**src/rtl/pulp_icache_prefetch_buffer.sv**
```systemverilog
// Sequential instruction prefetcher in front of the cluster icache fetch port.
// Issues word fetches, tags them with their address and buffers responses in order.
module pulp_icache_prefetch_buffer #(
    parameter int unsigned FetchAddrWidth = 32,
    parameter int unsigned FetchDataWidth = 32,
    parameter int unsigned FifoDepth      = 4,
    parameter int unsigned MaxOutstanding = 2
) (
    input  logic                      clk_i,
    input  logic                      rst_ni,
    input  logic                      branch_i,
    input  logic [FetchAddrWidth-1:0] branch_addr_i,
    output logic                      instr_valid_o,
    input  logic                      instr_ready_i,
    output logic [FetchDataWidth-1:0] instr_rdata_o,
    output logic [FetchAddrWidth-1:0] instr_addr_o,
    output logic                      instr_err_o,
    output logic                      busy_o,
    output logic                      fetch_req_o,
    output logic [FetchAddrWidth-1:0] fetch_addr_o,
    input  logic                      fetch_gnt_i,
    input  logic                      fetch_rvalid_i,
    input  logic [FetchDataWidth-1:0] fetch_rdata_i,
    input  logic                      fetch_rerror_i
);

    localparam int unsigned CntW    = $clog2(FifoDepth + 1);
    localparam int unsigned OutW    = $clog2(MaxOutstanding + 1);
    localparam int unsigned PtrW    = $clog2(FifoDepth);
    localparam int unsigned TagPtrW = (MaxOutstanding > 1) ? $clog2(MaxOutstanding) : 1;
    localparam logic [FetchAddrWidth-1:0] AddrInc   = FetchAddrWidth'(FetchDataWidth / 8);
    localparam logic [FetchAddrWidth-1:0] AlignMask = ~FetchAddrWidth'((FetchDataWidth / 8) - 1);

    typedef struct packed {
        logic [FetchAddrWidth-1:0] addr;
        logic [FetchDataWidth-1:0] data;
        logic                      err;
    } entry_t;

    logic [FetchAddrWidth-1:0] next_addr_q, stale_addr_q;
    logic                      active_q, hold_q, stale_q;
    logic [OutW-1:0]           out_cnt_q, out_cnt_d, discard_cnt_q;
    logic [CntW-1:0]           fifo_cnt_q;
    logic [PtrW-1:0]           rd_ptr_q, wr_ptr_q;
    logic [TagPtrW-1:0]        tag_rd_q, tag_wr_q;
    entry_t                    fifo_q [FifoDepth];
    logic [FetchAddrWidth-1:0] tag_q  [MaxOutstanding];

    logic   credit, grant, discard, accept, fifo_empty, push, pop;
    entry_t resp, head;

    function automatic logic [TagPtrW-1:0] tag_next(input logic [TagPtrW-1:0] p);
        return (32'(p) == MaxOutstanding - 1) ? '0 : p + TagPtrW'(1);
    endfunction

    // Credit counts granted-but-unanswered words against free FIFO space, so a response always has a slot.
    assign credit = active_q && (32'(out_cnt_q) < MaxOutstanding)
                  && (32'(out_cnt_q) + 32'(fifo_cnt_q) < FifoDepth);

    // A request that was raised stays up, with the same address, until it is granted.
    assign fetch_req_o  = hold_q || credit;
    assign fetch_addr_o = stale_q ? stale_addr_q : next_addr_q;
    assign grant        = fetch_req_o && fetch_gnt_i;
    assign busy_o       = fetch_req_o || (out_cnt_q != '0);

    assign discard    = branch_i || (discard_cnt_q != '0);
    assign accept     = fetch_rvalid_i && !discard;
    assign fifo_empty = (fifo_cnt_q == '0);
    assign out_cnt_d  = out_cnt_q + OutW'(grant) - OutW'(fetch_rvalid_i);

    assign resp.addr = tag_q[tag_rd_q];
    assign resp.data = fetch_rdata_i;
    assign resp.err  = fetch_rerror_i;

    // NOTE: every signal driven in always_comb gets a default first so no latch is inferred.
    always_comb begin
        head = fifo_q[rd_ptr_q];
        if (fifo_empty) head = resp;
    end

    assign instr_valid_o = !branch_i && (!fifo_empty || accept);
    assign pop           = instr_valid_o && instr_ready_i && !fifo_empty;
    assign push          = accept && !(fifo_empty && instr_ready_i);
    assign instr_rdata_o = instr_valid_o ? head.data : '0;
    assign instr_addr_o  = instr_valid_o ? head.addr : '0;
    assign instr_err_o   = instr_valid_o && head.err;

    // NOTE: sequential state uses non-blocking assignments so all registers update from pre-edge values.
    always_ff @(posedge clk_i or negedge rst_ni) begin
        if (!rst_ni) begin
            next_addr_q  <= '0;
            stale_addr_q <= '0;
            active_q     <= 1'b0;
            hold_q       <= 1'b0;
            stale_q      <= 1'b0;
        end else begin
            hold_q <= fetch_req_o && !fetch_gnt_i;
            if (branch_i) begin
                active_q     <= 1'b1;
                next_addr_q  <= branch_addr_i & AlignMask;
                stale_q      <= fetch_req_o && !fetch_gnt_i;
                stale_addr_q <= fetch_addr_o;
            end else if (grant) begin
                stale_q <= 1'b0;
                if (!stale_q) next_addr_q <= next_addr_q + AddrInc;
            end
        end
    end

    always_ff @(posedge clk_i or negedge rst_ni) begin
        if (!rst_ni) begin
            out_cnt_q     <= '0;
            discard_cnt_q <= '0;
            tag_rd_q      <= '0;
            tag_wr_q      <= '0;
        end else begin
            out_cnt_q <= out_cnt_d;
            if (grant)          tag_wr_q <= tag_next(tag_wr_q);
            if (fetch_rvalid_i) tag_rd_q <= tag_next(tag_rd_q);
            // On a branch every word still owed, including this cycle's grant, is stale.
            if (branch_i) begin
                discard_cnt_q <= out_cnt_d;
            end else begin
                discard_cnt_q <= discard_cnt_q + OutW'(grant && stale_q)
                               - OutW'(fetch_rvalid_i && (discard_cnt_q != '0));
            end
        end
    end

    always_ff @(posedge clk_i or negedge rst_ni) begin
        if (!rst_ni) begin
            fifo_cnt_q <= '0;
            rd_ptr_q   <= '0;
            wr_ptr_q   <= '0;
        end else if (branch_i) begin
            fifo_cnt_q <= '0;
            rd_ptr_q   <= '0;
            wr_ptr_q   <= '0;
        end else begin
            if (push) wr_ptr_q <= wr_ptr_q + PtrW'(1);
            if (pop)  rd_ptr_q <= rd_ptr_q + PtrW'(1);
            fifo_cnt_q <= fifo_cnt_q + CntW'(push) - CntW'(pop);
        end
    end

    // NOTE: storage arrays carry no reset; the counters and pointers alone decide which entries are live.
    always_ff @(posedge clk_i) begin
        if (push)  fifo_q[wr_ptr_q] <= resp;
        if (grant) tag_q[tag_wr_q]  <= fetch_addr_o;
    end

    a_no_push_when_full: assert property (@(posedge clk_i) disable iff (!rst_ni)
        push |-> (fifo_cnt_q != CntW'(FifoDepth)));
    a_rvalid_has_grant: assert property (@(posedge clk_i) disable iff (!rst_ni)
        fetch_rvalid_i |-> (out_cnt_q != '0));

endmodule

```
**config.mk**
```make
export PLATFORM = sky130hd
export DESIGN_NAME = pulp_icache_prefetch_buffer
export DESIGN_NICKNAME = d
export VERILOG_FILES = /design/src/rtl/pulp_icache_prefetch_buffer.sv
export SDC_FILE = /design/constraint.sdc
export NUM_CORES = 1
export LEC_CHECK = 0
export CAP_MARGIN = 10
export CORE_AREA = 5 5 172 174
export DETAILED_ROUTE_END_ITERATION = 8
export DIE_AREA = 0 0 177 179
export GPL_TIMING_DRIVEN = 0
export HOLD_SLACK_MARGIN = 0.06
export PLACE_DENSITY_LB_ADDON = 0.08
export SYNTH_ARGS = -nofsm -noshare
export SYNTH_HDL_FRONTEND = slang
export SYNTH_SLANG_ARGS = --single-unit
```
**constraint.sdc**
```tcl
create_clock -name clk_i -period 7.4 [get_ports clk_i]
set_clock_uncertainty 0.2 [all_clocks]
set_input_delay 1.11 -clock clk_i [delete_from_list [all_inputs] [get_ports clk_i]]
set_output_delay 1.11 -clock clk_i [all_outputs]
set_load 0.03 [all_outputs]
```
======== Word level (Yosys, flattened, before mapping) ========
Memory sizes are Yosys's and may differ from the RTL's.
Cells that the tools add are included.
Widths: inputs -> output; s select.
word-level totals
  flip-flop bits (word level) ............. 80
  output and inout port bits .............. 100
  word-level logic and storage cells ...... 79
  memories ................................ 2
  RAM bits ................................ 324
  input bits .............................. 71
memory list
  memory  words  bits a word  rd ports  clocked after Yosys merged registers in  wr ports  line  source
  fifo_q  4      65           1         0                                        1         46    entry_t fifo_q [FifoDepth];
  tag_q   2      32           1         0                                        1         47    logic [FetchAddrWidth-1:0] tag_q [MaxOutstanding];
cells by class
  reduce and logical (&&, ||, !) cells .... 29
  multiplexer cells ....................... 21
  equality and inequality tests ........... 1
  add/subtract/negate cells ............... 12
  order comparisons ....................... 2
operators with widths
  operator               number
  $mux 32                6
  $mux 65                1
  $add 32x3->32 const B  1
  $logic_and 1x1->1      13
  $mux 2                 5
  $reduce_bool 2->1      5
  $mux 1                 8
  $logic_not 1->1        5
  $add 2x1->2            2
  $add 2x1->2 const B    2
  $add 2x3->4            1
  $logic_or 1x1->1       4
  $lt 4x3->1 const B     1
  $sub 2x1->2            2
  $add 3x1->3            1
  $logic_not 3->1        1
  $mux 3                 1
  $sub 3x1->3            1
  $add 1x1->1 const B    2
  $lt 2x2->1 const B     1
  $ne 2x2->1 const B     1
  $reduce_and 2->1       1

======== Longest topological paths before layout ========
Gate-level depths: netlist of run 1.
  word-level depth ........................ 10
  depth in mapped cells ................... 12
  mapped depth without buffers ............ 12

======== Worst setup path before layout of run 1 ========
Ideal clock, no wire load.
  path type ............................... input port to flip-flop
  from .................................... input fetch_rvalid_i
  to ...................................... memory fifo_q[0][0] (netlist bit) (enable)
  path buffers ............................ 0
  stages on the path ...................... 3
  library setup time ...................... 0.430 ns
  path slack .............................. 3.636 ns
  required time ........................... 6.770 ns
  data arrival time ....................... 3.133 ns
  cells stage by stage .................... nand2_1 -> a21oi_1 -> and3_1
on the way
  longest elaborated chain between the ends .. 4
RTL lines
  what                          line  source
  from (decl)                   22    input logic fetch_rvalid_i,
  $logic_and 1x1->1             67    assign accept = fetch_rvalid_i && !discard;
  $logic_and 1x1->1             83    assign push = accept && !(fifo_empty && instr_ready_i);
  $mux 1                        148   if (push) fifo_q[wr_ptr_q] <= resp;
  $mux 1 (not written as such)  148
  to (decl)                     46
Every way passes these cells.

======== Final worst setup path of run 1 ========
  from .................................... input branch_i
  to ...................................... output instr_addr_o[12]
on the way
  longest elaborated chain between the ends .. 6
  elaborated cells on any way between the ends .. 7
  classes of those cells .................. mux: 1; reduce/logical: 6
RTL lines
  what                 line  source
  from (decl)          11    input logic branch_i,
  $logic_or 1x1->1     66    assign discard = branch_i || (discard_cnt_q != '0);
  $logic_not 1->1      67
  $logic_and 1x1->1    67
  $logic_or 1x1->1     81    assign instr_valid_o = !branch_i && (!fifo_empty || accept);
  $logic_and 1x1->1 *  81
  $mux 32 *            85    assign instr_addr_o = instr_valid_o ? head.addr : '0;
  to (decl)            16    output logic [FetchAddrWidth-1:0] instr_addr_o,
Every way passes the cells marked *; elsewhere a longest branch is shown, timed or not.

==> reports/results.tsv, run 1 <==
stage	metric	value	unit
grt	first_global_vias	10200	
detailed_routing	dr.first_iter.drc_count	839	
detailed_routing	drc_errors	0	
power	ir_drop	0.370	mV
placement	placed_cell_area	0.0191	mm²
clock_network	post_cts.repair.setup_buffers	0	
final_layout	final_util	73.7	%
final_layout	final_cells	1677	
detailed_routing	wl_per_cell	22.0	µm
min_path	hp-class	register to register	
final_layout	drive_gt1_share	18.6	%
die	dieArea	0.0317	mm²
critical_path	rrSetupSlack	4.39	ns
clock_network	htreeDepth	2	
die	die_x	177	µm
sta	max_freq	0.192	GHz
sta	hold_viol_final	0	
die	core	0.0276	mm²
power	p_total	7.78	mW
critical_path	r2r-start	fifo_cnt_q[1]$_DFF_PN0_	
critical_path	path_max_fanout	10	
critical_path	crit_chain	clkdlybuf4s50_1, inv_1, nand2_1, clkbuf_1, clkbuf_1, a21oi_1, clkdlybuf4s50_1	
critical_path	crit_start	branch_i	
outcome	status	complete, no violations	
critical_path	max_stage_delay	0.65	ns
detailed_routing	dr.pass1.iters	5	
synth	synth_area_leaders	edfxtp_1 (58%), dfrtp_1 (12%), mux4_2 (8.7%)	
critical_path	crit_type	input port to output port	
final_layout	final_cell_area	0.0204	mm²
grt	grt_overflow	0	
job	cap_violations	0	
synth	synth_cell_types	46	
clock_network	clkTransAtPathRegs	0.06	ns
critical_path	reg2reg_depth	5	
synth	synth_edf_count	324	
sta	tightest_slew	0.916	ns
detailed_routing	vias	9811	
critical_path	cp-endpoint	instr_addr_o[12]	
sta	max_slew_margin	38.9	%
final_layout	nets	1354	
clock_network	clockBufferDepth	3	
clock_network	hold_buffers	0	
detailed_routing	viasPerCell	5.85	
final_layout	synthToLayoutAreaGrowth	21.2	%
placement	place_inst	1606	
sta	fin_tns_setup	0	ns
grt	grt_pass1_wl	58100	µm
synth	syn-num-nets	1138	
die	dieHeight	179	µm
synth	avgSynthCellArea	15.9	µm²
die	io_pins	171	
synth	yosysSeqAreaShare	69.5	%
clock_network	cts_repair_resize_count	0	
critical_path	startpoint_type	input port	
grt	grtUsageTotal	23.8	%
sta	finalSetupViolCount	0	
critical_path	critical_path_arrival	3.91	ns
sta	period_share	70.6	%
placement	hpwl	24100	µm
sta	fin_crit	5.22	ns
clock_network	clockRootBuffer	clkbuf_16	
synth	async_flop_share	19.4	%
sta	slew_viol_final	0	
die	rows	61	
final_layout	fillers	1810	
clock_network	cts_tree	yes	
clock_network	cts_sinks	402	
synth	ys_ff_latch	402	
placement	gp_congestion	0.848	
grt	grt_max_degree	51	
power	p_leak	6.98	nW
final_layout	antennaDiodeCount	0	
critical_path	cpMaxStageDelayCell	clkdlybuf4s50_1	
synth	synth-main-ff-cell	edfxtp_1	
grt	antenna_found_initial	1	
critical_path	end_kind	output port	
critical_path	worstReg2RegEnd	tag_q[1][18]$_DFFE_PP_	
clock_network	numCtsBuffers	40	
critical_path	cp.required	6.09	ns
power	power.density	382	mW/mm²
detailed_routing	drtAntennaViolNets	0	
die	start_util	60.8	%
synth	synth_area_leader_cell	edfxtp_1	
placement	port_buffers	168	
sta	rsz0062_at_grt	no	
synth	synth_top_area_share	57.9	%
detailed_routing	drt_wl_total	36900	µm
clock_network	clkLatencyLatePin	0.52	ns
synth	yosysWarningCount	0	
synth	syn_area	0.0168	mm²
synth	synth_cells	1054	
==> layout make-up <==
cell class	instances	area (µm²)	area share, %
clock buffers	54	1090	5.38
inverters	15	56.3	0.276
repair buffers	174	1820	8.94
well taps	378	473	2.32
flip-flops and latches	402	11700	57.3
plain buffers	57	231	1.14
clock inverters	17	151	0.743
multi-input cells	580	4860	23.9
==> flip-flops by register name, summed over array words and instances (netlist names) <==
name and cells:
discard_cnt_q 2, hold_q 1, active_q 1, next_addr_q 30, out_cnt_q 2, stale_addr_q 32, wr_ptr_q 2, tag_q 64
stale_q 1, rd_ptr_q 2, fifo_q 260, tag_wr_q 1, fifo_cnt_q 3, tag_rd_q 1
==> cells in the final DEF, fill, tap and decap left out, drive strengths merged, types with 3 or more instances in the layout <==
cell           instances
or3                    5
nor2                  20
nor3                   5
nand3                 12
bufinv                 3
clkinv                13
o21ai                 30
o31ai                  3
a31oi                  3
edfxtp               324
ha                    12
mux4                  65
dfrtp                 78
buf                   24
nor4                   8
clkbuf                94
and2                   7
a21oi                 67
mux2                  90
xnor2                 21
and4                   4
inv                   15
and3                   7
nand2                177
nand4                 10
xor2                  15
clkdlybuf4s50        167
==> how the worst min path moves through the flow <==
stage,from,end,depth (start not counted)
2_1_floorplan,active_q$_DFFE_PN0P_,active_q$_DFFE_PN0P_,1
3_3_place_gp,active_q$_DFFE_PN0P_,active_q$_DFFE_PN0P_,1
3_5_place_dp,active_q$_DFFE_PN0P_,active_q$_DFFE_PN0P_,1
4_1_cts,active_q$_DFFE_PN0P_,active_q$_DFFE_PN0P_,1
5_1_grt,active_q$_DFFE_PN0P_,active_q$_DFFE_PN0P_,1
6_report,active_q$_DFFE_PN0P_,active_q$_DFFE_PN0P_,1
==> stage by stage <==
| stage | hold WS, ns | setup slack, ns |
|---|---|---|
| final | 0.274 | 2.18 |
| after global routing | 0.300 | 2.00 |
| after CTS | 0.276 | 2.12 |
| after detailed placement | 0.253 | 2.14 |
| after global placement | 0.258 | 1.63 |
| after floorplan | 0.238 | 3.64 |
==> cells in the mapped netlist (all sizes together) (3+ instances only) <==
| cell type | n |
|---|---|
| mux4 | 65 |
| nand2 | 177 |
| nand4 | 10 |
| nor3 | 5 |
| and2 | 7 |
| dfrtp | 78 |
| nand3 | 12 |
| clkbuf | 40 |
| and4 | 4 |
| xor2 | 15 |
| buf | 17 |
| ha | 12 |
| a31oi | 3 |
| o31ai | 3 |
| inv | 15 |
| a21oi | 67 |
| mux2 | 90 |
| xnor2 | 21 |
| nor4 | 8 |
| nor2 | 20 |
| o21ai | 30 |
| edfxtp | 324 |
| or3 | 5 |
| and3 | 7 |
==> where the power goes <==
group	switching, mW	leakage, nW	internal (mW)
clock	0.795	0.605	1.14
sequential	0.131	3.89	2.90
combinational	1.70	2.49	1.11
total	2.62	6.98	5.16
==> per-layer routing <==
layer	wire length, µm	track usage [%]	share of wire (%)	up-vias
met3	2040	3.23	5.5	62
li1	-	-	-	4421
met5	13	0	0.035	-
met1	15800	34.5	43	5003
met4	804	6.09	2.2	2
met2	18300	39.2	50	323
==> critical path: cells and delay by family <==
family | cells | cell delay (ns)
AND/OR/NAND/NOR | 1 | 0.17
buffers and inverters | 5 | 2.48
AO/OA/AOI/OAI | 1 | 0.15
==> cells by family after synthesis <==
group	Yosys count	share of synthesized area (%)
XOR/XNOR	36	1.88
adder cells (fa/ha/maj)	13	1.01
multiplexers	157	14.9
buffers and inverters	72	1.71
AO/OA/AOI/OAI	107	3.46
flip-flops	402	69.5
AND/OR/NAND/NOR	267	7.54
No activity file was read; power rests on OpenSTA's default activity.
==> run 2, diff against run 1 <==
Settings changed: CORE_AREA 5 5 172 174 to 5 5 188 190, DIE_AREA 0 0 177 179 to 0 0 193 195.
Clock period 7.4 ns to 4.4 ns, I/O delays scaled along.
==> reports/results.tsv, run 2 (synthesized netlist as in run 1, its figures left out) <==
stage	metric	value	unit
outcome	status	complete, no violations	
final_layout	synthToLayoutAreaGrowth	22.4	%
clock_network	clkLatencyLatePin	0.52	ns
critical_path	worstReg2RegEnd	discard_cnt_q[1]$_DFF_PN0_	
detailed_routing	drc_errors	0	
critical_path	cp.required	3.54	ns
clock_network	clockRootBuffer	clkbuf_16	
clock_network	clkTransAtPathRegs	0.06	ns
clock_network	post_cts.repair.setup_buffers	0	
job	cap_violations	0	
critical_path	critical_path_arrival	3.33	ns
die	io_pins	171	
critical_path	crit_type	register to output port	
clock_network	numCtsBuffers	42	
detailed_routing	dr.first_iter.drc_count	627	
min_path	hold_depth	1	
critical_path	crit_start	rd_ptr_q[1]$_DFFE_PN0P_	
final_layout	largest_register	fifo_q	
power	p_total	13.2	mW
die	core	0.0333	mm²
critical_path	rrSetupSlack	1.44	ns
sta	rsz0062_at_grt	no	
power	power.density	643	mW/mm²
final_layout	antennaDiodeCount	0	
final_layout	nets	1357	
detailed_routing	wl_per_cell	21.7	µm
critical_path	end_kind	output port	
sta	max_freq	0.239	GHz
final_layout	final_cell_area	0.0206	mm²
grt	grt_max_degree	42	
clock_network	cts_sinks	402	
clock_network	cts_tree	yes	
die	rows	67	
detailed_routing	dr.pass1.iters	5	
sta	finalSetupViolCount	0	
critical_path	reg2reg_depth	11	
grt	antenna_found_initial	0	
sta	hold_viol_final	0	
sta	tightest_slew	0.778	ns
placement	placed_cell_area	0.0192	mm²
placement	gp_congestion	0.800	
power	ir_drop	0.534	mV
detailed_routing	drt_wl_total	38000	µm
critical_path	startpoint_type	register	
grt	grtUsageTotal	20.2	%
final_layout	final_util	61.8	%
placement	hpwl	25000	µm
power	p_leak	7.06	nW
die	dieArea	0.0376	mm²
placement	port_buffers	168	
grt	grt_pass1_wl	58700	µm
min_path	hold_end	stale_addr_q[0]$_DFFE_PN0P_	
die	dieHeight	195	µm
final_layout	final_cell_mix	edfxtp_1 (324), nand2_1 (177), clkdlybuf4s50_1 (167), mux2_2 (90), dfrtp_1 (78)	
clock_network	clockBufferDepth	3	
critical_path	path_max_fanout	10	
die	die_x	193	µm
final_layout	final_common_cell	edfxtp_1	
final_layout	drive_gt1_share	19.8	%
sta	fin_crit	4.19	ns
final_layout	largest_reg_flops	260	
min_path	hp-start	stale_addr_q[0]$_DFFE_PN0P_	
detailed_routing	vias	9557	
sta	setup_ws	0.214	ns
detailed_routing	drtAntennaViolNets	0	
grt	first_global_vias	9873	
grt	grt_overflow	0	
sta	max_slew_margin	48.2	%
critical_path	r2r-start	fifo_cnt_q[1]$_DFF_PN0_	
sta	period_share	95.1	%
min_path	hp-class	register to register	
final_layout	reg.largest.list	fifo_q x260, tag_q x64, stale_addr_q x32	
detailed_routing	viasPerCell	5.45	
placement	dp_slack	-0.0826	ns
clock_network	htreeDepth	2	
die	start_util	50.5	%
sta	slew_viol_final	0	
==> run 2: through the flow <==
stage	setup TNS (ns)	hold WS (ns)	instances
after floorplan	0	0.164	1054
after global placement	-330.37	0.261	1670
after detailed placement	-0.347	0.263	1677
after CTS	0	0.278	1752
after global routing	0	0.300	1752
final	0	0.278	1752
==> run 2: layout make-up <==
type,instances,area [µm²]
fill,2558,12700
sequential,402,11700
multi-input combinational,580,4860
timing repair buffer,176,1850
clock buffer,59,1160
tap,448,561
buffer,56,244
clock inverter,16,153
inverter,15,56.3
==> run 2: worst max-delay path, stage by stage, from the launching register on <==
cell,delay [ns]
dfrtp_1,0.38
clkbuf_1,0.59
clkbuf_2,0.49
mux4_2,0.28
nand2_1,0.06
a21oi_1,0.28
clkdlybuf4s50_1,0.73
==> run 2: worst max-delay path by stage <==
stage / to / slack [ns]
finish: instr_addr_o[12] / 0.21
global route: instr_rdata_o[15] / 0.02
CTS: instr_addr_o[9] / 0.05
detailed placement: instr_addr_o[12] / -0.08
global placement: fifo_q[3][43]$_DFFE_PP_ / -1.08
floorplan: fifo_q[0][0]$_DFFE_PP_ / 1.09
==> run 2: power breakdown <==
part / internal, mW / leakage [nW] / switching, mW
logic: 1.90 / 2.52 / 2.86
clock network: 2.00 / 0.643 / 1.36
registers: 4.88 / 3.89 / 0.216
total: 8.78 / 7.06 / 4.44
==> run 2: routing by layer <==
layer / share of wire, % / GRT usage (%) / wire length [µm]
met3: 5.4 / 3.04 / 2040
met4: 1.3 / 3.59 / 477
met5: 0 / 0 / 0
met1: 44 / 29.4 / 16900
met2: 49 / 33.3 / 18600
==> run 2: repair_timing <==
action	4_1_cts	5_1_grt
endpoints found under the hold margin	37	0
hold buffers	1	0
endpoints found under the setup margin	41	37
resized for setup	6	8
